**config.mk**
```make
export PLATFORM = sky130hd
export DESIGN_NAME = charge_accumulator
export DESIGN_NICKNAME = d
export VERILOG_FILES = /design/src/rtl/charge_accumulator.sv
export SDC_FILE = /design/constraint.sdc
export NUM_CORES = 1
export LEC_CHECK = 0
export CAP_MARGIN = 40
export CORE_MARGIN = 2
export CORE_UTILIZATION = 40
export DETAILED_ROUTE_END_ITERATION = 8
export PLACE_DENSITY_LB_ADDON = 0.15
export REMOVE_ABC_BUFFERS = 1
export SLEW_MARGIN = 15
export SYNTH_ARGS = -nofsm -noshare
export SYNTH_HDL_FRONTEND = slang
export SYNTH_SLANG_ARGS = --single-unit
```
**constraint.sdc**
```tcl
create_clock -name clk -period 32.6 [get_ports clk]
set_input_delay 9.78 -clock clk [delete_from_list [all_inputs] [get_ports clk]]
set_output_delay 9.78 -clock clk [all_outputs]
set_load 0.1 [all_outputs]
```
**src/rtl/charge_accumulator.sv**
```systemverilog
// Read-modify-write front end for the neuron charge RAM: accumulates signed
// synaptic weights with saturation, fires on threshold and owns RAM clearing.
module charge_accumulator #(
  parameter int ADDR_W   = 8,
  parameter int CHARGE_W = 16,
  parameter int WEIGHT_W = 8
) (
  input  logic                clk,
  input  logic                reset,
  input  logic                in_valid,
  output logic                in_ready,
  input  logic [ADDR_W-1:0]   in_addr,
  input  logic [WEIGHT_W-1:0] in_weight,
  input  logic [CHARGE_W-1:0] threshold,
  input  logic                clear,
  output logic                clear_busy,
  output logic                fire_valid,
  input  logic                fire_ready,
  output logic [ADDR_W-1:0]   fire_addr,
  output logic [ADDR_W-1:0]   ram_rd_addr,
  output logic                ram_rd_en,
  input  logic [CHARGE_W-1:0] ram_rd_data,
  output logic [ADDR_W-1:0]   ram_wr_addr,
  output logic                ram_wr_en,
  output logic [CHARGE_W-1:0] ram_wr_data
);

  typedef enum logic {CLEAR = 1'b0, RUN = 1'b1} state_t;

  localparam logic signed [CHARGE_W-1:0] CHARGE_MAX = {1'b0, {(CHARGE_W-1){1'b1}}};
  localparam logic signed [CHARGE_W-1:0] CHARGE_MIN = {1'b1, {(CHARGE_W-1){1'b0}}};
  localparam logic [ADDR_W-1:0]          LAST_ADDR  = '1;

  state_t                      state, state_next;
  logic [ADDR_W-1:0]           clr_addr, clr_addr_next;
  logic                        clr_pending, clr_pending_next;

  logic                        s1_valid;
  logic [ADDR_W-1:0]           s1_addr;
  logic signed [WEIGHT_W-1:0]  s1_weight;
  logic                        s1_fwd;
  logic signed [CHARGE_W-1:0]  s1_fwd_val;

  logic signed [CHARGE_W-1:0]  operand, sat_sum, s1_wdata;
  logic signed [CHARGE_W:0]    sum;
  logic                        s1_fire, stall, s1_write, accept, fwd_hit;

  // Stage-1 arithmetic: 17-bit sum, clamp on overflow, signed threshold compare.
  always_comb begin
    operand = s1_fwd ? s1_fwd_val : $signed(ram_rd_data);
    sum     = {operand[CHARGE_W-1], operand}
            + {{(CHARGE_W+1-WEIGHT_W){s1_weight[WEIGHT_W-1]}}, s1_weight};
    if (sum[CHARGE_W] != sum[CHARGE_W-1])
      sat_sum = sum[CHARGE_W] ? CHARGE_MIN : CHARGE_MAX;
    else
      sat_sum = sum[CHARGE_W-1:0];
    s1_fire  = (sat_sum >= $signed(threshold));
    s1_wdata = s1_fire ? '0 : sat_sum;
  end

  // A fire that cannot be handed off freezes stage 1, which in turn blocks intake.
  assign stall      = s1_valid & s1_fire & fire_valid & ~fire_ready;
  assign s1_write   = s1_valid & ~stall & ~reset;
  assign in_ready   = (state == RUN) & ~clr_pending & ~stall & ~reset;
  assign accept     = in_valid & in_ready;
  assign fwd_hit    = s1_write & (s1_addr == in_addr);
  assign clear_busy = (state == CLEAR) | clr_pending;
  assign ram_rd_addr = in_addr;

  always_ff @(posedge clk) begin
    if (reset) begin
      state       <= CLEAR;
      clr_addr    <= '0;
      clr_pending <= 1'b0;
    end else begin
      // NOTE: all sequential state uses non-blocking assignment so every register
      // samples pre-edge values regardless of block evaluation order.
      state       <= state_next;
      clr_addr    <= clr_addr_next;
      clr_pending <= clr_pending_next;
    end
  end

  always_comb begin
    // NOTE: every output of this block gets a default first, so no path leaves a
    // signal unassigned and no latch is inferred.
    state_next       = state;
    clr_addr_next    = clr_addr;
    clr_pending_next = clr_pending;
    ram_rd_en        = accept;
    ram_wr_en        = s1_write;
    ram_wr_addr      = s1_addr;
    ram_wr_data      = s1_wdata;
    case (state)
      CLEAR: begin
        ram_wr_en        = ~reset;
        ram_wr_addr      = clr_addr;
        ram_wr_data      = '0;
        clr_pending_next = 1'b0;
        if (clear) begin
          clr_addr_next = '0;
        end else if (clr_addr == LAST_ADDR) begin
          state_next    = RUN;
          clr_addr_next = '0;
        end else begin
          clr_addr_next = clr_addr + 1'b1;
        end
      end
      RUN: begin
        if (clear) clr_pending_next = 1'b1;
        // Stage 1 empty implies no stall, so the sweep cannot clobber a live event.
        if (clr_pending && !s1_valid) begin
          state_next       = CLEAR;
          clr_addr_next    = '0;
          clr_pending_next = 1'b0;
        end
      end
      default: state_next = CLEAR;
    endcase
  end

  always_ff @(posedge clk) begin
    if (reset) begin
      s1_valid   <= 1'b0;
      fire_valid <= 1'b0;
      fire_addr  <= '0;
    end else begin
      if (!stall) s1_valid <= accept;
      if (s1_write && s1_fire) begin
        fire_valid <= 1'b1;
        fire_addr  <= s1_addr;
      end else if (fire_ready) begin
        fire_valid <= 1'b0;
      end
    end
  end

  // NOTE: stage-1 payload is qualified by s1_valid, so it needs no reset.
  always_ff @(posedge clk) begin
    if (accept) begin
      s1_addr    <= in_addr;
      s1_weight  <= in_weight;
      s1_fwd     <= fwd_hit;
      s1_fwd_val <= s1_wdata;
    end
  end

endmodule

```
==> metrics.txt, run 1 <==
# TYPE chip_impl_metric gauge
chip_impl_info{name="run_status",value="finished clean"} 1
chip_impl_metric{name="final_hold_viol_count",unit=""} 0
chip_impl_metric{name="final_report_setup_violation_count",unit=""} 0
chip_impl_metric{name="cts_made_buffers",unit=""} 5
chip_impl_metric{name="timing.critical_path.buf_inv",unit=""} 6
chip_impl_metric{name="areaGrowthSynthToFinish",unit="%"} 46.4
chip_impl_metric{name="crit_path_max_incr_delay",unit="ns"} 0.56
chip_impl_metric{name="worst_hold_path.num_cells",unit=""} 2
chip_impl_metric{name="clock_transition_at_the_registers_of_the_reported_paths",unit="ns"} 0.11
chip_impl_metric{name="postCtsResizedCells",unit=""} 0
chip_impl_metric{name="syn_area",unit="µm²"} 4030
chip_impl_metric{name="grt_antenna_before_repair",unit=""} 0
chip_impl_metric{name="required_time_at_the_worst_slack_endpoint",unit="ns"} 22.82
chip_impl_metric{name="distinct_cells_synth",unit=""} 49
chip_impl_metric{name="edff_count_synth",unit=""} 33
chip_impl_metric{name="cts.sink_count",unit=""} 53
chip_impl_metric{name="ys_seq_elements",unit=""} 53
chip_impl_metric{name="design.final.nets",unit=""} 668
chip_impl_metric{name="powerDensity",unit="nW/µm²"} 26.5
chip_impl_metric{name="worst-slew-pin-transition",unit="ns"} 0.795
chip_impl_info{name="unrepaired_setup_endpoints_after_global_routing",value="no"} 1
chip_impl_metric{name="synth-seq-area-share",unit=""} 0.345
chip_impl_info{name="endpoint_kind",value="output port"} 1
chip_impl_metric{name="synthArstFlopShare",unit=""} 0
chip_impl_metric{name="drv_cap",unit=""} 0
chip_impl_metric{name="post_synthesis_cells",unit=""} 449
chip_impl_metric{name="wl",unit="µm"} 11500
chip_impl_metric{name="synth_warnings",unit=""} 0
chip_impl_metric{name="global_route.usage.total",unit=""} 0.215
chip_impl_info{name="worst-setup-path-type",value="primary input to output port"} 1
chip_impl_metric{name="finalCriticalPeriod",unit="ns"} 25.60
chip_impl_metric{name="worst_reg_to_reg_cells",unit=""} 19
chip_impl_metric{name="count_of_inserted_antenna_diode_cells",unit=""} 0
chip_impl_metric{name="setup_total_negative_slack",unit="ns"} 0
chip_impl_info{name="source_of_the_worst_hold_timing_path",value="fire_addr[3]"} 1
chip_impl_info{name="slowest_stage",value="clkdlybuf4s50_1"} 1
chip_impl_metric{name="fmaxAchievable",unit="GHz"} 0.0391
chip_impl_metric{name="gp_routability_congestion",unit=""} 0.896
chip_impl_metric{name="placeableCoreArea",unit="µm²"} 9770
chip_impl_metric{name="grt_pass1_wl",unit="µm"} 19100
chip_impl_metric{name="cts_setup_buffers",unit=""} 0
chip_impl_metric{name="post-dp-hpwl",unit="µm"} 8960
chip_impl_info{name="tritoncts",value="done"} 1
chip_impl_metric{name="dieHeight",unit="µm"} 104
chip_impl_metric{name="synth_top_area_frac",unit=""} 0.246
chip_impl_metric{name="avgRoutedWirePerCell",unit="µm"} 16.1
chip_impl_info{name="worstHoldEndpoint",value="fire_addr[3]"} 1
chip_impl_metric{name="crit_fanout",unit=""} 16
chip_impl_metric{name="post-route-cell-area",unit="µm²"} 5910
chip_impl_metric{name="initial_util",unit=""} 0.413
chip_impl_metric{name="grt-ovfl-total",unit=""} 0
chip_impl_metric{name="max-slew-margin-rel",unit=""} 0.466
chip_impl_metric{name="clk-insertion-delay-late",unit="ns"} 0.32
chip_impl_metric{name="htreeDepth",unit=""} 2
chip_impl_metric{name="design.die.area",unit="µm²"} 10900
chip_impl_info{name="worstReg2RegEnd",value="s1_fwd_val[1]"} 1
chip_impl_metric{name="post_synth.cell_area_avg",unit="µm²"} 8.98
chip_impl_info{name="post_synth_main_area_contributors",value="edfxtp_1, ha_1, dfxtp_1"} 1
chip_impl_metric{name="row_count",unit=""} 36
chip_impl_metric{name="timing_max_transition_violations_final",unit=""} 0
chip_impl_info{name="synth_ff_type",value="edfxtp_1"} 1
chip_impl_metric{name="die_w",unit="µm"} 104
chip_impl_metric{name="timing.final.crit_share",unit=""} 0.785
chip_impl_info{name="worst_setup_path_start_kind",value="primary input"} 1
chip_impl_metric{name="placed_area",unit="µm²"} 5800
chip_impl_metric{name="arrival",unit="ns"} 15.82
chip_impl_info{name="type_of_the_tightest_min_delay_check",value="register to register"} 1
chip_impl_metric{name="cts-root-to-sink-buffers",unit=""} 2
chip_impl_metric{name="post-layout-total-power",unit="W"} 0.000157
chip_impl_metric{name="initialDrtViolationCount",unit=""} 129
chip_impl_info{name="timing.critical_path.max_delay_family",value="compound AO/OA/AOI/OAI gates"} 1
chip_impl_info{name="cts.root.buffer_cell",value="clkbuf_8"} 1
chip_impl_metric{name="clock-skew-final",unit="ns"} 0.0128
chip_impl_info{name="critPathLaunch",value="ram_rd_data[0]"} 1
chip_impl_metric{name="max-vdd-ir-drop",unit="µV"} 19.3
chip_impl_info{name="crit_chain",value="clkdlybuf4s50_1, mux2_2, ha_1, fa_1, a211oi_1, o211ai_1, a21oi_1, o21ai_1, buf_4, a221oi_1, inv_1, ha_1, nor2b_1, o21ai_0, a21boi_1, a2111oi_1, o2111a_2, o21ai_1, buf_4, nor2_1, clkdlybuf4s50_1, buf_8"} 1
chip_impl_metric{name="drive_above_1_share",unit=""} 0.149
chip_impl_metric{name="viasPerCell",unit=""} 5.32
chip_impl_metric{name="grt_start_max_net_pins",unit=""} 34
chip_impl_metric{name="r2r_slack",unit="ns"} 26.03
chip_impl_metric{name="dp_worst_setup_slack",unit="ns"} 7.11
chip_impl_metric{name="antenna_violating_nets_post_route",unit=""} 0
chip_impl_metric{name="drt_pass1_iterations",unit=""} 4
chip_impl_metric{name="power.static_leakage",unit="nW"} 2.34
chip_impl_metric{name="drc",unit=""} 0
chip_impl_info{name="synth_top_area_cell",value="edfxtp_1"} 1
chip_impl_metric{name="hold_buffers",unit=""} 0
chip_impl_metric{name="route.vias.total",unit=""} 3805
chip_impl_metric{name="finalWorstSetupSlack",unit="ns"} 7.00
chip_impl_info{name="rr_startpoint",value="s1_fwd"} 1
chip_impl_metric{name="ios",unit=""} 98
chip_impl_metric{name="port_buffers",unit=""} 97
chip_impl_metric{name="grt_pass1_vias",unit=""} 3947
through the flow:
stage,cells,hold WS [ns],utilization
final,715,0.478,0.604
after global placement,660,0.461,0.521
after global routing,715,0.501,0.604
after detailed placement,706,0.469,0.594
after CTS,714,0.488,0.604
after floorplan,426,0.457,-
cell families (layout without fill, tap and decap cells):
group	count (synthesis)	count (layout)	synth area share
XOR/XNOR	23	23	0.0499
adder cells (fa/ha/maj)	37	37	0.115
AO/OA/AOI/OAI	99	99	0.161
buffers and inverters	59	192	0.0639
flip-flops	53	53	0.345
AND/OR/NAND/NOR	145	145	0.176
multiplexers	33	33	0.0893
sequential cells by signal, indices dropped and copies added (netlist names):
register and flops:
s1_valid 1, s1_fwd 1, clr_pending 1, clr_addr 8, state 1, s1_addr 8, fire_valid 1, fire_addr 8
s1_fwd_val 16, s1_weight 8
how the worst max path moves through the flow:
| stage | depth (start not counted) | slack, ns | to |
|---|---|---|---|
| final | 22 | 7.00 | ram_wr_data[6] |
| after global routing | 22 | 6.55 | ram_wr_data[6] |
| after detailed placement | 22 | 7.11 | ram_wr_data[15] |
| after CTS | 22 | 7.10 | ram_wr_data[15] |
| after global placement | 20 | 6.40 | ram_rd_en |
| after floorplan | 17 | 5.33 | ram_rd_en |
synthesized netlist by cell type, drive strengths merged (12+ instances only):
| master | n |
|---|---|
| nor2 | 55 |
| xor2 | 15 |
| mux2 | 24 |
| nand3 | 12 |
| dfxtp | 20 |
| nand2b | 16 |
| o21ai | 18 |
| ha | 33 |
| buf | 14 |
| a21oi | 29 |
| edfxtp | 33 |
| inv | 36 |
| nand2 | 21 |
tightest hold or removal path: stages, from the launching register on:
cell,delay (ns)
dfxtp_1,0.33
nand2b_1,0.06
mux2i_1,0.05
where the power goes:
part | switching (W) | internal, W | total, W
sequential | 0.000000177 | 0.0000717 | 0.0000719
combinational | 0.0000236 | 0.0000187 | 0.0000423
clock | 0.0000262 | 0.0000162 | 0.0000424
metal layers:
| metal | GRT usage | part of all wire | vias to the layer above | wire length (µm) |
|---|---|---|---|---|
| li1 | - | - | 1866 | - |
| met1 | 0.247 | 0.41 | 1805 | 4680 |
| met2 | 0.404 | 0.52 | 118 | 6020 |
| met3 | 0.0376 | 0.059 | 16 | 677 |
| met4 | 0.0579 | 0.013 | 0 | 147 |
| met5 | 0 | 0 | - | 0 |
layout make-up:
type / instances / area [µm²]
Fill cell: 859 / 3870
Tap cell: 133 / 166
Sequential cell: 53 / 1390
Timing Repair Buffer: 148 / 1720
Clock inverter: 3 / 28.8
Multi-Input combinational cell: 337 / 2400
Clock buffer: 5 / 68.8
Inverter: 36 / 135
placed cells by master (no fill, tap or decap), types with 3 or more instances in the layout:
cell	instances
nor2b_1	6
nor2_1	55
nor3_1	8
mux2_2	24
buf_4	6
a211oi_1	6
mux2i_1	9
ha_1	33
o311a_1	4
nand2_1	21
dfxtp_1	20
nand2b_1	16
inv_1	36
xnor2_1	8
clkdlybuf4s50_1	97
and3_1	3
or3_1	3
a21o_1	9
o21ai_1	3
clkbuf_8	5
o211ai_1	6
o21ai_0	15
nand3_1	12
o21a_1	9
buf_8	43
nand4_1	11
and2_1	3
nor4_1	3
maj3_1	3
a221oi_1	3
a21oi_1	29
xor2_1	15
edfxtp_1	33
Power figures use the tool's default switching activity.
==> run 2: changes to the inputs <==
==> constraint.sdc (replaced) <==
create_clock -name clk -period 22.6 [get_ports clk]
set_input_delay 6.78 -clock clk [delete_from_list [all_inputs] [get_ports clk]]
set_output_delay 6.78 -clock clk [all_outputs]
set_load 0.1 [all_outputs]
==> run 2 against run 1 <==
Net effect: largest cell class unchanged; first-iteration DRC count increased by 3.1%; flip-flop and latch count did not move; non-clock buffer count is 1 higher; clock power increased by 36%; critical path type unchanged; die area stayed put; critical path depth stayed put.
==> metrics.txt, run 2 (synthesized netlist as in run 1, its figures left out) <==
# TYPE chip_impl_metric gauge
chip_impl_info{name="cts.root.buffer_cell",value="clkbuf_8"} 1
chip_impl_metric{name="grt_start_max_net_pins",unit=""} 34
chip_impl_metric{name="dp_worst_setup_slack",unit="ns"} 3.01
chip_impl_metric{name="antenna_violating_nets_post_route",unit=""} 0
chip_impl_metric{name="post-dp-hpwl",unit="µm"} 9000
chip_impl_metric{name="flip_flop_count_of_the_largest_register_after_layout",unit=""} 16
chip_impl_metric{name="powerDensity",unit="nW/µm²"} 37.7
chip_impl_metric{name="cts_setup_buffers",unit=""} 0
chip_impl_metric{name="port_buffers",unit=""} 97
chip_impl_metric{name="crit_fanout",unit=""} 16
chip_impl_metric{name="areaGrowthSynthToFinish",unit="%"} 46.4
chip_impl_metric{name="dieHeight",unit="µm"} 104
chip_impl_metric{name="row_count",unit=""} 36
chip_impl_metric{name="finalCriticalPeriod",unit="ns"} 19.56
chip_impl_metric{name="cts.sink_count",unit=""} 53
chip_impl_metric{name="sequential_cell_area",unit="µm²"} 1390
chip_impl_metric{name="postCtsResizedCells",unit=""} 0
chip_impl_metric{name="gp_routability_congestion",unit=""} 0.839
chip_impl_metric{name="required_time_at_the_worst_slack_endpoint",unit="ns"} 15.82
chip_impl_metric{name="power.static_leakage",unit="nW"} 2.34
chip_impl_info{name="endpoint_kind",value="output port"} 1
chip_impl_metric{name="clk-insertion-delay-late",unit="ns"} 0.31
chip_impl_metric{name="htreeDepth",unit=""} 2
chip_impl_metric{name="wl",unit="µm"} 11400
chip_impl_metric{name="setup_total_negative_slack",unit="ns"} 0
chip_impl_info{name="worst_setup_path_start_kind",value="primary input"} 1
chip_impl_metric{name="grt_antenna_before_repair",unit=""} 0
chip_impl_info{name="type_of_the_tightest_min_delay_check",value="register to register"} 1
chip_impl_metric{name="multi_input_area",unit="µm²"} 2400
chip_impl_info{name="run_status",value="finished clean"} 1
chip_impl_metric{name="final_report_setup_violation_count",unit=""} 0
chip_impl_metric{name="die_w",unit="µm"} 104
chip_impl_metric{name="max-vdd-ir-drop",unit="µV"} 30.3
chip_impl_info{name="top_register",value="s1_fwd_val"} 1
chip_impl_metric{name="design.final.nets",unit=""} 669
chip_impl_metric{name="drv_cap",unit=""} 0
chip_impl_metric{name="clock_transition_at_the_registers_of_the_reported_paths",unit="ns"} 0.10
chip_impl_info{name="mostFrequentLayoutCell",value="clkdlybuf4s50_1"} 1
chip_impl_metric{name="final_hold_viol_count",unit=""} 0
chip_impl_metric{name="grt-ovfl-total",unit=""} 0
chip_impl_metric{name="max-slew-margin-rel",unit=""} 0.457
chip_impl_metric{name="finalWorstSetupSlack",unit="ns"} 3.04
chip_impl_info{name="tritoncts",value="done"} 1
chip_impl_metric{name="design.die.area",unit="µm²"} 10900
chip_impl_metric{name="arrival",unit="ns"} 12.78
chip_impl_metric{name="drc",unit=""} 0
chip_impl_metric{name="initial_util",unit=""} 0.413
chip_impl_info{name="layout_common_cells",value="clkdlybuf4s50_1, nor2_1, buf_8"} 1
chip_impl_metric{name="nFillCells",unit=""} 818
chip_impl_metric{name="ios",unit=""} 98
chip_impl_metric{name="fmaxAchievable",unit="GHz"} 0.0511
chip_impl_metric{name="count_of_inserted_antenna_diode_cells",unit=""} 0
chip_impl_metric{name="clock-skew-final",unit="ns"} 0.00679
chip_impl_metric{name="timing.final.crit_share",unit=""} 0.866
chip_impl_metric{name="hold_ws",unit="ns"} 0.478
chip_impl_metric{name="worst-slew-pin-transition",unit="ns"} 0.809
chip_impl_metric{name="initialDrtViolationCount",unit=""} 133
chip_impl_metric{name="grt_pass1_wl",unit="µm"} 18700
chip_impl_metric{name="placeableCoreArea",unit="µm²"} 9770
chip_impl_metric{name="cts-root-to-sink-buffers",unit=""} 2
chip_impl_metric{name="final_core_utilization",unit=""} 0.604
chip_impl_metric{name="grt_pass1_vias",unit=""} 3799
chip_impl_metric{name="global_route.usage.total",unit=""} 0.212
chip_impl_metric{name="hold_buffers",unit=""} 0
chip_impl_metric{name="drive_above_1_share",unit=""} 0.151
chip_impl_metric{name="drt_pass1_iterations",unit=""} 5
chip_impl_info{name="unrepaired_setup_endpoints_after_global_routing",value="no"} 1
chip_impl_metric{name="route.vias.total",unit=""} 3787
chip_impl_metric{name="avgRoutedWirePerCell",unit="µm"} 16.0
chip_impl_metric{name="viasPerCell",unit=""} 5.29
chip_impl_metric{name="cts_made_buffers",unit=""} 5
chip_impl_metric{name="finalNonFillerCells",unit=""} 716
chip_impl_info{name="worst-setup-path-type",value="primary input to output port"} 1
chip_impl_metric{name="timing_max_transition_violations_final",unit=""} 0
chip_impl_metric{name="post-place-cells",unit=""} 708
## run 2: metrics by stage
step | cell area (µm²) | total power (W)
2_1_floorplan | 3910 | 0.000136
3_3_place_gp | 5110 | 0.000162
3_5_place_dp | 5820 | 0.000167
4_1_cts | 5910 | 0.000223
5_1_grt | 5910 | 0.000233
6_report | 5910 | 0.000222
## run 2: layer usage
metal / track usage / vias up / wire length (µm)
met4: 0.0598 / 0 / 201
met3: 0.0395 / 17 / 538
met1: 0.247 / 1779 / 4730
met5: 0 / - / 0
met2: 0.392 / 118 / 5950
li1: - / 1873 / -
## run 2: area by class of cell
cell class | count | share of cell area
Clock buffer | 6 | 0.0129
Multi-Input combinational cell | 337 | 0.406
Sequential cell | 53 | 0.236
Clock inverter | 2 | 0.00233
Timing Repair Buffer | 149 | 0.292
Inverter | 36 | 0.0229
Tap cell | 133 | 0.0282
## run 2: where the power goes
| group | internal, W | total (W) | switching [W] |
|---|---|---|---|
| combinational | 0.0000269 | 0.0000612 | 0.0000343 |
| clock | 0.0000234 | 0.0000576 | 0.0000341 |
| sequential | 0.000103 | 0.000104 | 0.000000242 |
| total | 0.000154 | 0.000222 | 0.0000687 |
## run 2: worst paths after layout
kind                  start         endpoint  slack [ns]  cells after the start
min            fire_addr[3]     fire_addr[3]        0.48                      2
min reg2reg    fire_addr[3]     fire_addr[3]        0.48                      2
max          ram_rd_data[0]  ram_wr_data[15]        3.04                     22
max reg2reg          s1_fwd     s1_weight[0]       16.44                     20
## run 2: worst max-delay path, cell delays in order
cell,delay (ns)
clkdlybuf4s50_1,0.40
mux2_2,0.26
ha_1,0.22
fa_1,0.43
a211oi_1,0.30
o211ai_1,0.20
a21oi_1,0.37
o21a_1,0.34
mux2i_1,0.17
a221oi_1,0.53
inv_1,0.10
ha_1,0.31
a21oi_1,0.15
o21a_1,0.13
nor3_1,0.04
a2111oi_1,0.45
o2111a_2,0.35
o21ai_1,0.08
buf_4,0.23
nor2b_1,0.20
clkdlybuf4s50_1,0.55
buf_8,0.20
